===== config.mk =====
export PLATFORM = sky130hd
export DESIGN_NAME = wb_arbiter
export DESIGN_NICKNAME = d
export VERILOG_FILES = /design/src/rtl/wb_arbiter_pkg.sv /design/src/rtl/wb_arb_slot.sv /design/src/rtl/wb_arbiter.sv
export SDC_FILE = /design/constraint.sdc
export NUM_CORES = 1
export LEC_CHECK = 0
export CORE_MARGIN = 4
export CORE_UTILIZATION = 48
export CTS_CLUSTER_SIZE = 12
export DETAILED_ROUTE_END_ITERATION = 10
export GPL_TIMING_DRIVEN = 0
export PLACE_DENSITY = 0.85
export SLEW_MARGIN = 20
export SYNTH_ARGS = -nofsm -noshare
export SYNTH_HDL_FRONTEND = slang
export SYNTH_SLANG_ARGS = --single-unit

===== constraint.sdc =====
create_clock -name clk_in -period 2.9 [get_ports clk_in]
set_clock_uncertainty 0.2 [all_clocks]
set_input_delay 0.435 -clock clk_in [delete_from_list [all_inputs] [get_ports clk_in]]
set_output_delay 0.435 -clock clk_in [all_outputs]
set_load 0.1 [all_outputs]

===== src/rtl/wb_arbiter_pkg.sv =====
// -----------------------------------------------------------------------------
// wb_arbiter_pkg
// Shared types for the two-port Wishbone command arbiter: the bus-master
// command encoding, the arbiter FSM state (visible to benches for probing),
// bus widths, and the grant-selection helper used by the top level.
// -----------------------------------------------------------------------------
package wb_arbiter_pkg;

  localparam int NUM_PORTS = 2;
  localparam int ADDR_W    = 32;
  localparam int DATA_W    = 32;
  localparam int MASK_W    = DATA_W / 8;

  typedef enum logic [1:0] {
    WISHBONE_CMD_NONE  = 2'd0,
    WISHBONE_CMD_LOAD  = 2'd1,
    WISHBONE_CMD_STORE = 2'd2
  } wb_command_t;

  typedef enum logic [1:0] {
    IDLE  = 2'd0,
    ISSUE = 2'd1,
    WAIT  = 2'd2
  } arb_state_t;

  // Picks the port to grant from the set of pending slots. With a single
  // pending slot that slot wins; on a tie, round-robin hands the bus to the
  // port that did not win last time, otherwise port 0 has fixed priority.
  function automatic logic pick_winner(input logic [NUM_PORTS-1:0] pending,
                                       input logic                 last_grant,
                                       input logic                 round_robin);
    logic winner;
    if (pending == 2'b11) begin
      winner = round_robin ? ~last_grant : 1'b0;
    end else begin
      winner = pending[1];
    end
    return winner;
  endfunction

endpackage


===== src/rtl/wb_arb_slot.sv =====
// -----------------------------------------------------------------------------
// wb_arb_slot
// One requester slot of the arbiter. Latches a single command from its port
// when idle, reports busy/err/rdata back to that port, and retires the
// command when the top level signals completion.
//
// Ports:
//   clk_in, reset_in          clock, asynchronous active-low reset
//   cmd, addr, wdata, wmask   command presented by the requester
//   complete                  pulse from the top: the bus master finished
//                             this slot's command on this edge
//   bus_err, bus_rdata        result from the bus master
//   slot_cmd .. slot_wmask    latched command, fed to the top-level mux
//   busy, err, rdata          per-port status returned to the requester
// -----------------------------------------------------------------------------
module wb_arb_slot
  import wb_arbiter_pkg::*;
(
  input  logic              clk_in,
  input  logic              reset_in,
  input  wb_command_t       cmd,
  input  logic [ADDR_W-1:0] addr,
  input  logic [DATA_W-1:0] wdata,
  input  logic [MASK_W-1:0] wmask,
  input  logic              complete,
  input  logic              bus_err,
  input  logic [DATA_W-1:0] bus_rdata,
  output wb_command_t       slot_cmd,
  output logic [ADDR_W-1:0] slot_addr,
  output logic [DATA_W-1:0] slot_wdata,
  output logic [MASK_W-1:0] slot_wmask,
  output logic              busy,
  output logic              err,
  output logic [DATA_W-1:0] rdata
);

  // Completion is only ever signalled while busy is high, so it cannot
  // collide with an acceptance; a command offered on the completion edge is
  // dropped because busy is still set when it is sampled.
  always_ff @(posedge clk_in or negedge reset_in) begin
    if (!reset_in) begin
      slot_cmd   <= WISHBONE_CMD_NONE;
      slot_addr  <= '0;
      slot_wdata <= '0;
      slot_wmask <= '0;
      busy       <= 1'b0;
      err        <= 1'b0;
      rdata      <= '0;
    end else if (complete) begin
      busy <= 1'b0;
      err  <= bus_err;
      if (slot_cmd == WISHBONE_CMD_LOAD && !bus_err) begin
        rdata <= bus_rdata;
      end
    end else if (!busy && cmd != WISHBONE_CMD_NONE) begin
      slot_cmd   <= cmd;
      slot_addr  <= addr;
      slot_wdata <= wdata;
      slot_wmask <= wmask;
      busy       <= 1'b1;
      err        <= 1'b0;
    end
  end

endmodule


===== src/rtl/wb_arbiter.sv =====
// -----------------------------------------------------------------------------
// wb_arbiter
// Shares one Wishbone bus master between the load/store unit (port 0) and
// the instruction-fetch unit (port 1). Each port queues one command in its
// slot; the FSM grants one slot at a time, pulses its command to the master
// for a single cycle, waits for the master to drop busy, then routes the
// result back to the granted port.
//
// Parameters:
//   ROUND_ROBIN   1: alternate on contention, 0: port 0 always wins ties
// Ports:
//   clk_in, reset_in                 clock, asynchronous active-low reset
//   cmd_in/addr_in/wdata_in/wmask_in per-port command inputs
//   busy_out/err_out/rdata_out       per-port status
//   cmd_out/addr_out/wdata_out/wmask_out  command to the bus master
//   busy_in/err_in/rdata_in          status from the bus master
// -----------------------------------------------------------------------------
module wb_arbiter
  import wb_arbiter_pkg::*;
#(
  parameter bit ROUND_ROBIN = 1'b1
) (
  input  logic                              clk_in,
  input  logic                              reset_in,
  input  wb_command_t [NUM_PORTS-1:0]       cmd_in,
  input  logic [NUM_PORTS-1:0][ADDR_W-1:0]  addr_in,
  input  logic [NUM_PORTS-1:0][DATA_W-1:0]  wdata_in,
  input  logic [NUM_PORTS-1:0][MASK_W-1:0]  wmask_in,
  output logic [NUM_PORTS-1:0]              busy_out,
  output logic [NUM_PORTS-1:0]              err_out,
  output logic [NUM_PORTS-1:0][DATA_W-1:0]  rdata_out,
  output wb_command_t                       cmd_out,
  output logic [ADDR_W-1:0]                 addr_out,
  output logic [DATA_W-1:0]                 wdata_out,
  output logic [MASK_W-1:0]                 wmask_out,
  input  logic                              busy_in,
  input  logic                              err_in,
  input  logic [DATA_W-1:0]                 rdata_in
);

  arb_state_t          state;
  logic                last_grant;
  logic                winner;
  logic [NUM_PORTS-1:0] complete;

  wb_command_t         slot_cmd   [NUM_PORTS];
  logic [ADDR_W-1:0]   slot_addr  [NUM_PORTS];
  logic [DATA_W-1:0]   slot_wdata [NUM_PORTS];
  logic [MASK_W-1:0]   slot_wmask [NUM_PORTS];
  logic                slot_busy  [NUM_PORTS];
  logic                slot_err   [NUM_PORTS];
  logic [DATA_W-1:0]   slot_rdata [NUM_PORTS];

  for (genvar p = 0; p < NUM_PORTS; p++) begin : g_slot
    wb_arb_slot u_slot (
      .clk_in     (clk_in),
      .reset_in   (reset_in),
      .cmd        (cmd_in[p]),
      .addr       (addr_in[p]),
      .wdata      (wdata_in[p]),
      .wmask      (wmask_in[p]),
      .complete   (complete[p]),
      .bus_err    (err_in),
      .bus_rdata  (rdata_in),
      .slot_cmd   (slot_cmd[p]),
      .slot_addr  (slot_addr[p]),
      .slot_wdata (slot_wdata[p]),
      .slot_wmask (slot_wmask[p]),
      .busy       (slot_busy[p]),
      .err        (slot_err[p]),
      .rdata      (slot_rdata[p])
    );
  end

  assign busy_out  = {slot_busy[1], slot_busy[0]};
  assign err_out   = {slot_err[1], slot_err[0]};
  assign rdata_out = {slot_rdata[1], slot_rdata[0]};

  // In IDLE every busy slot is necessarily un-issued: the granted slot is
  // retired on the same edge the FSM returns to IDLE.
  assign winner = pick_winner(busy_out, last_grant, ROUND_ROBIN);

  // The granted port retires on the first WAIT edge that sees the master idle.
  always_comb begin
    complete = '0;
    if (state == WAIT && !busy_in) begin
      complete[last_grant] = 1'b1;
    end
  end

  // Grant FSM. last_grant doubles as the current grant while a transaction is
  // in flight; it resets to 1 so port 0 wins the first tie. The address/data
  // outputs are only reloaded on a grant, so they hold between transactions.
  always_ff @(posedge clk_in or negedge reset_in) begin
    if (!reset_in) begin
      state      <= IDLE;
      last_grant <= 1'b1;
      cmd_out    <= WISHBONE_CMD_NONE;
      addr_out   <= '0;
      wdata_out  <= '0;
      wmask_out  <= '0;
    end else begin
      case (state)
        IDLE: begin
          if (|busy_out) begin
            last_grant <= winner;
            cmd_out    <= slot_cmd[winner];
            addr_out   <= slot_addr[winner];
            wdata_out  <= slot_wdata[winner];
            wmask_out  <= slot_wmask[winner];
            state      <= ISSUE;
          end
        end
        ISSUE: begin
          cmd_out <= WISHBONE_CMD_NONE;
          state   <= WAIT;
        end
        WAIT: begin
          if (!busy_in) begin
            state <= IDLE;
          end
        end
        default: begin
          cmd_out <= WISHBONE_CMD_NONE;
          state   <= IDLE;
        end
      endcase
    end
  end

endmodule


==> results.toml <==
[worst_setup_path]
cp_cell_sequence = "buf_4, clkdlybuf4s50_1"
worstPathMaxFanout = 2
critPathTopFamily = "buffers and inverters"
critPathKind = "flip-flop to output port"
end_kind = "output port"
cp.depth = 2
crit_buf_inv = 2
worst_path_largest_cell_delay_ns = 1.16
slowest_stage = "clkdlybuf4s50_1"
cp-start-kind = "flip-flop"
ff2ff_setup_slack_ns = 0.20
r2r.worst_path.cells = 5
cp.arrival_ns = 2.17
crit_required_ns = 2.27

[clock_tree]
root_buffer = "clkbuf_16"
post_cts_buffers = 0
cts.path.max_buffers = 3
worstSkewPairLatency_ns = 0.54
cts_tree = "built"
cts_buffers = 31
cts_num_sinks = 281
h-tree-depth = 1
clk_pin_slew_worst_paths_ns = 0.06

[logic_synthesis]
synth_top_area_share_pct = 61.9
synth-seq-cells = 281
syn_avg_cell_area_um2 = 14.3
yosysTopAreaCell = "dfrtp_1"
syn-num-nets = 965
yosys_warnings = 0
synth_top_cells_by_area = "dfrtp_1 62%, mux2_2 17%, a2bb2oi_1 5.3%"
ys_seq_area_share_pct = 62.2
synth-edff-count = 0
synth_area_um2 = 11300
ys.flop_type = "dfrtp_1"
synth-async-reset-ratio_pct = 100
postSynthCellCount = 789
netlist-cell-type-count = 29

[cells_and_area]
layout-drive-gt1-share_pct = 24.0
layout.nets = 1315
syn2layout_area_growth_pct = 41.0
fin_cells = 1476

[place]
io_buffers = 313
dp_hpwl_mm = 23.3
routabilityCongestion = 0.828
dp.cells = 1418

[drt]
via_count = 8052
drt_drc_violations_left = 0
totalWireLength_mm = 32.6
drt_pre_antenna_iters = 6
avgViaCountPerCell = 5.46
wl_per_cell_um = 22.1
ant_nets = 0
first_iter_violations = 423

[timing]
period_needed_ns = 2.81
slew-limit-headroom_pct = 26.6
setup_viol = 0
final-hold-violation-count = 0
period_share_pct = 96.8
worstMarginPinSlew_ns = 1.10
holdWs_ns = 0.153
rsz0062_at_grt = "no"
maxSlewViolCount = 0
fmax_ghz = 0.356

[die]
rows = 55
top_level_ports = 314
initial_core_util_pct = 49.4
core_area_um2 = 22900
die_h_um = 162
die_w_um = 162
die_area_um2 = 26100

[global_route]
overflow = 0
grt_max_degree = 101
antenna_found_initial = 6
grt_pass1_wl_mm = 51.3
grt_use_total_pct = 25.0
grt_pass1_vias = 8960

[min_path]
hold_class = "primary input to asynchronous set/reset pin"

[status]
status = "completed"

[flow_run]
maxCapViolations = 0
==> cells in the mapped netlist (2+ instances only) <==
library cell  instances
mux2_2              174
a211oi_1             68
buf_6                 3
nand2_1              75
mux2_4               30
a221oi_1              2
o21ai_0               3
dfrtp_1             280
inv_1                 3
nor3_1                2
nor2_1                5
buf_4                 4
o21bai_1              3
buf_2                11
a2bb2oi_1            68
a21oi_1               2
clkbuf_1             44
==> final cells by class <==
| cell class | count | area (um2) |
|---|---|---|
| clock inverter | 9 | 128 |
| tap | 313 | 392 |
| fill | 1596 | 6960 |
| antenna | 3 | 7.51 |
| buffer | 63 | 288 |
| inverter | 3 | 11.3 |
| clock buffer | 45 | 878 |
| multi-input combinational | 442 | 3990 |
| sequential | 281 | 7030 |
| timing repair buffer | 317 | 3230 |
==> repair_timing <==
action / in CTS / in global routing
setup endpoints to repair: 34 / 5
resized for setup: 3 / 2
hold buffers: 1 / 0
endpoints found under the hold margin: 218 / 0
==> logic make-up after synthesis <==
logic type | after synthesis | synth area share, %
and+or+nand+nor | 89 | 3.28
muxes | 205 | 21.4
buffers and inverters | 66 | 2.64
DFF | 281 | 62.2
AOI/OAI and AO/OA | 148 | 10.5
==> per-stage QoR <==
stage / worst slack (ns) / util (%) / cell area, um2 / TNS [ns]
after floorplan: 0.719 / - / 11300 / 0
after global placement: -10.62 / 64.8 / 14800 / -2992.48
after detailed placement: -0.300 / 65.1 / 14900 / -19.41
after CTS: 0.0487 / 69.6 / 15900 / 0
after global routing: 0.0204 / 69.6 / 16000 / 0
final: 0.0921 / 69.6 / 16000 / 0
==> routing by layer <==
layer | GRT usage, % | share of wire (%) | wire length [um] | up-vias
met5 | 0.947 | 0.12 | 38 | -
met4 | 6.51 | 2.7 | 880 | 6
met3 | 8.98 | 9.7 | 3170 | 64
met2 | 42.8 | 49 | 15900 | 329
met1 | 30.0 | 39 | 12600 | 4062
li1 | - | - | - | 3591
==> worst reg2reg max path, cell delays in order, from the launching register on <==
cell	delay, ns
dfrtp_1	0.36
clkbuf_1	0.54
and4bb_2	0.34
nor2_2	0.39
buf_2	0.38
mux2_2	0.38
==> worst paths after layout <==
check                                               start                         endpoint
worst max register to register                   state[0]    g_slot[1].u_slot.slot_addr[9]
worst max-delay path                 g_slot[0].u_slot.err                       err_out[0]
worst min register to register  g_slot[1].u_slot.rdata[6]        g_slot[1].u_slot.rdata[6]
max in group asynchronous                        reset_in                       last_grant
min in group clk_in                           wdata_in[8]   g_slot[0].u_slot.slot_wdata[8]
worst min-delay path                             reset_in  g_slot[1].u_slot.slot_wdata[21]
==> layout by cell type (no fill, tap or decap), drive strengths merged <==
cell / count
nor4: 1
dfstp: 1
a21oi: 2
a221oi: 2
dlygate4sd3: 1
a21boi: 1
dlygate4sd2: 2
clkinv: 3
clkinvlp: 3
nor4b: 1
nand2b: 1
nand3: 1
a2bb2oi: 68
inv: 3
nand2: 75
bufinv: 3
or3b: 1
diode: 3
nor3: 2
and4bb: 1
or4: 1
dfrtp: 280
a21bo: 1
clkbuf: 89
o21ai: 3
nor2: 5
buf: 23
a211oi: 68
o21bai: 3
clkdlybuf4s50: 310
mux2: 205
==> sequential cells by signal, indices dropped and copies added, names as in the netlist <==
name,flops
state,2
g_slot.u_slot.busy,2
last_grant,1
wmask_out,4
cmd_out,2
g_slot.u_slot.slot_wdata,64
g_slot.u_slot.rdata,64
wdata_out,32
g_slot.u_slot.slot_cmd,4
g_slot.u_slot.slot_addr,64
addr_out,32
g_slot.u_slot.err,2
g_slot.u_slot.slot_wmask,8
Power is not shown: default switching activity piles up to over one toggle a cycle in this logic, so the estimate is an artifact.
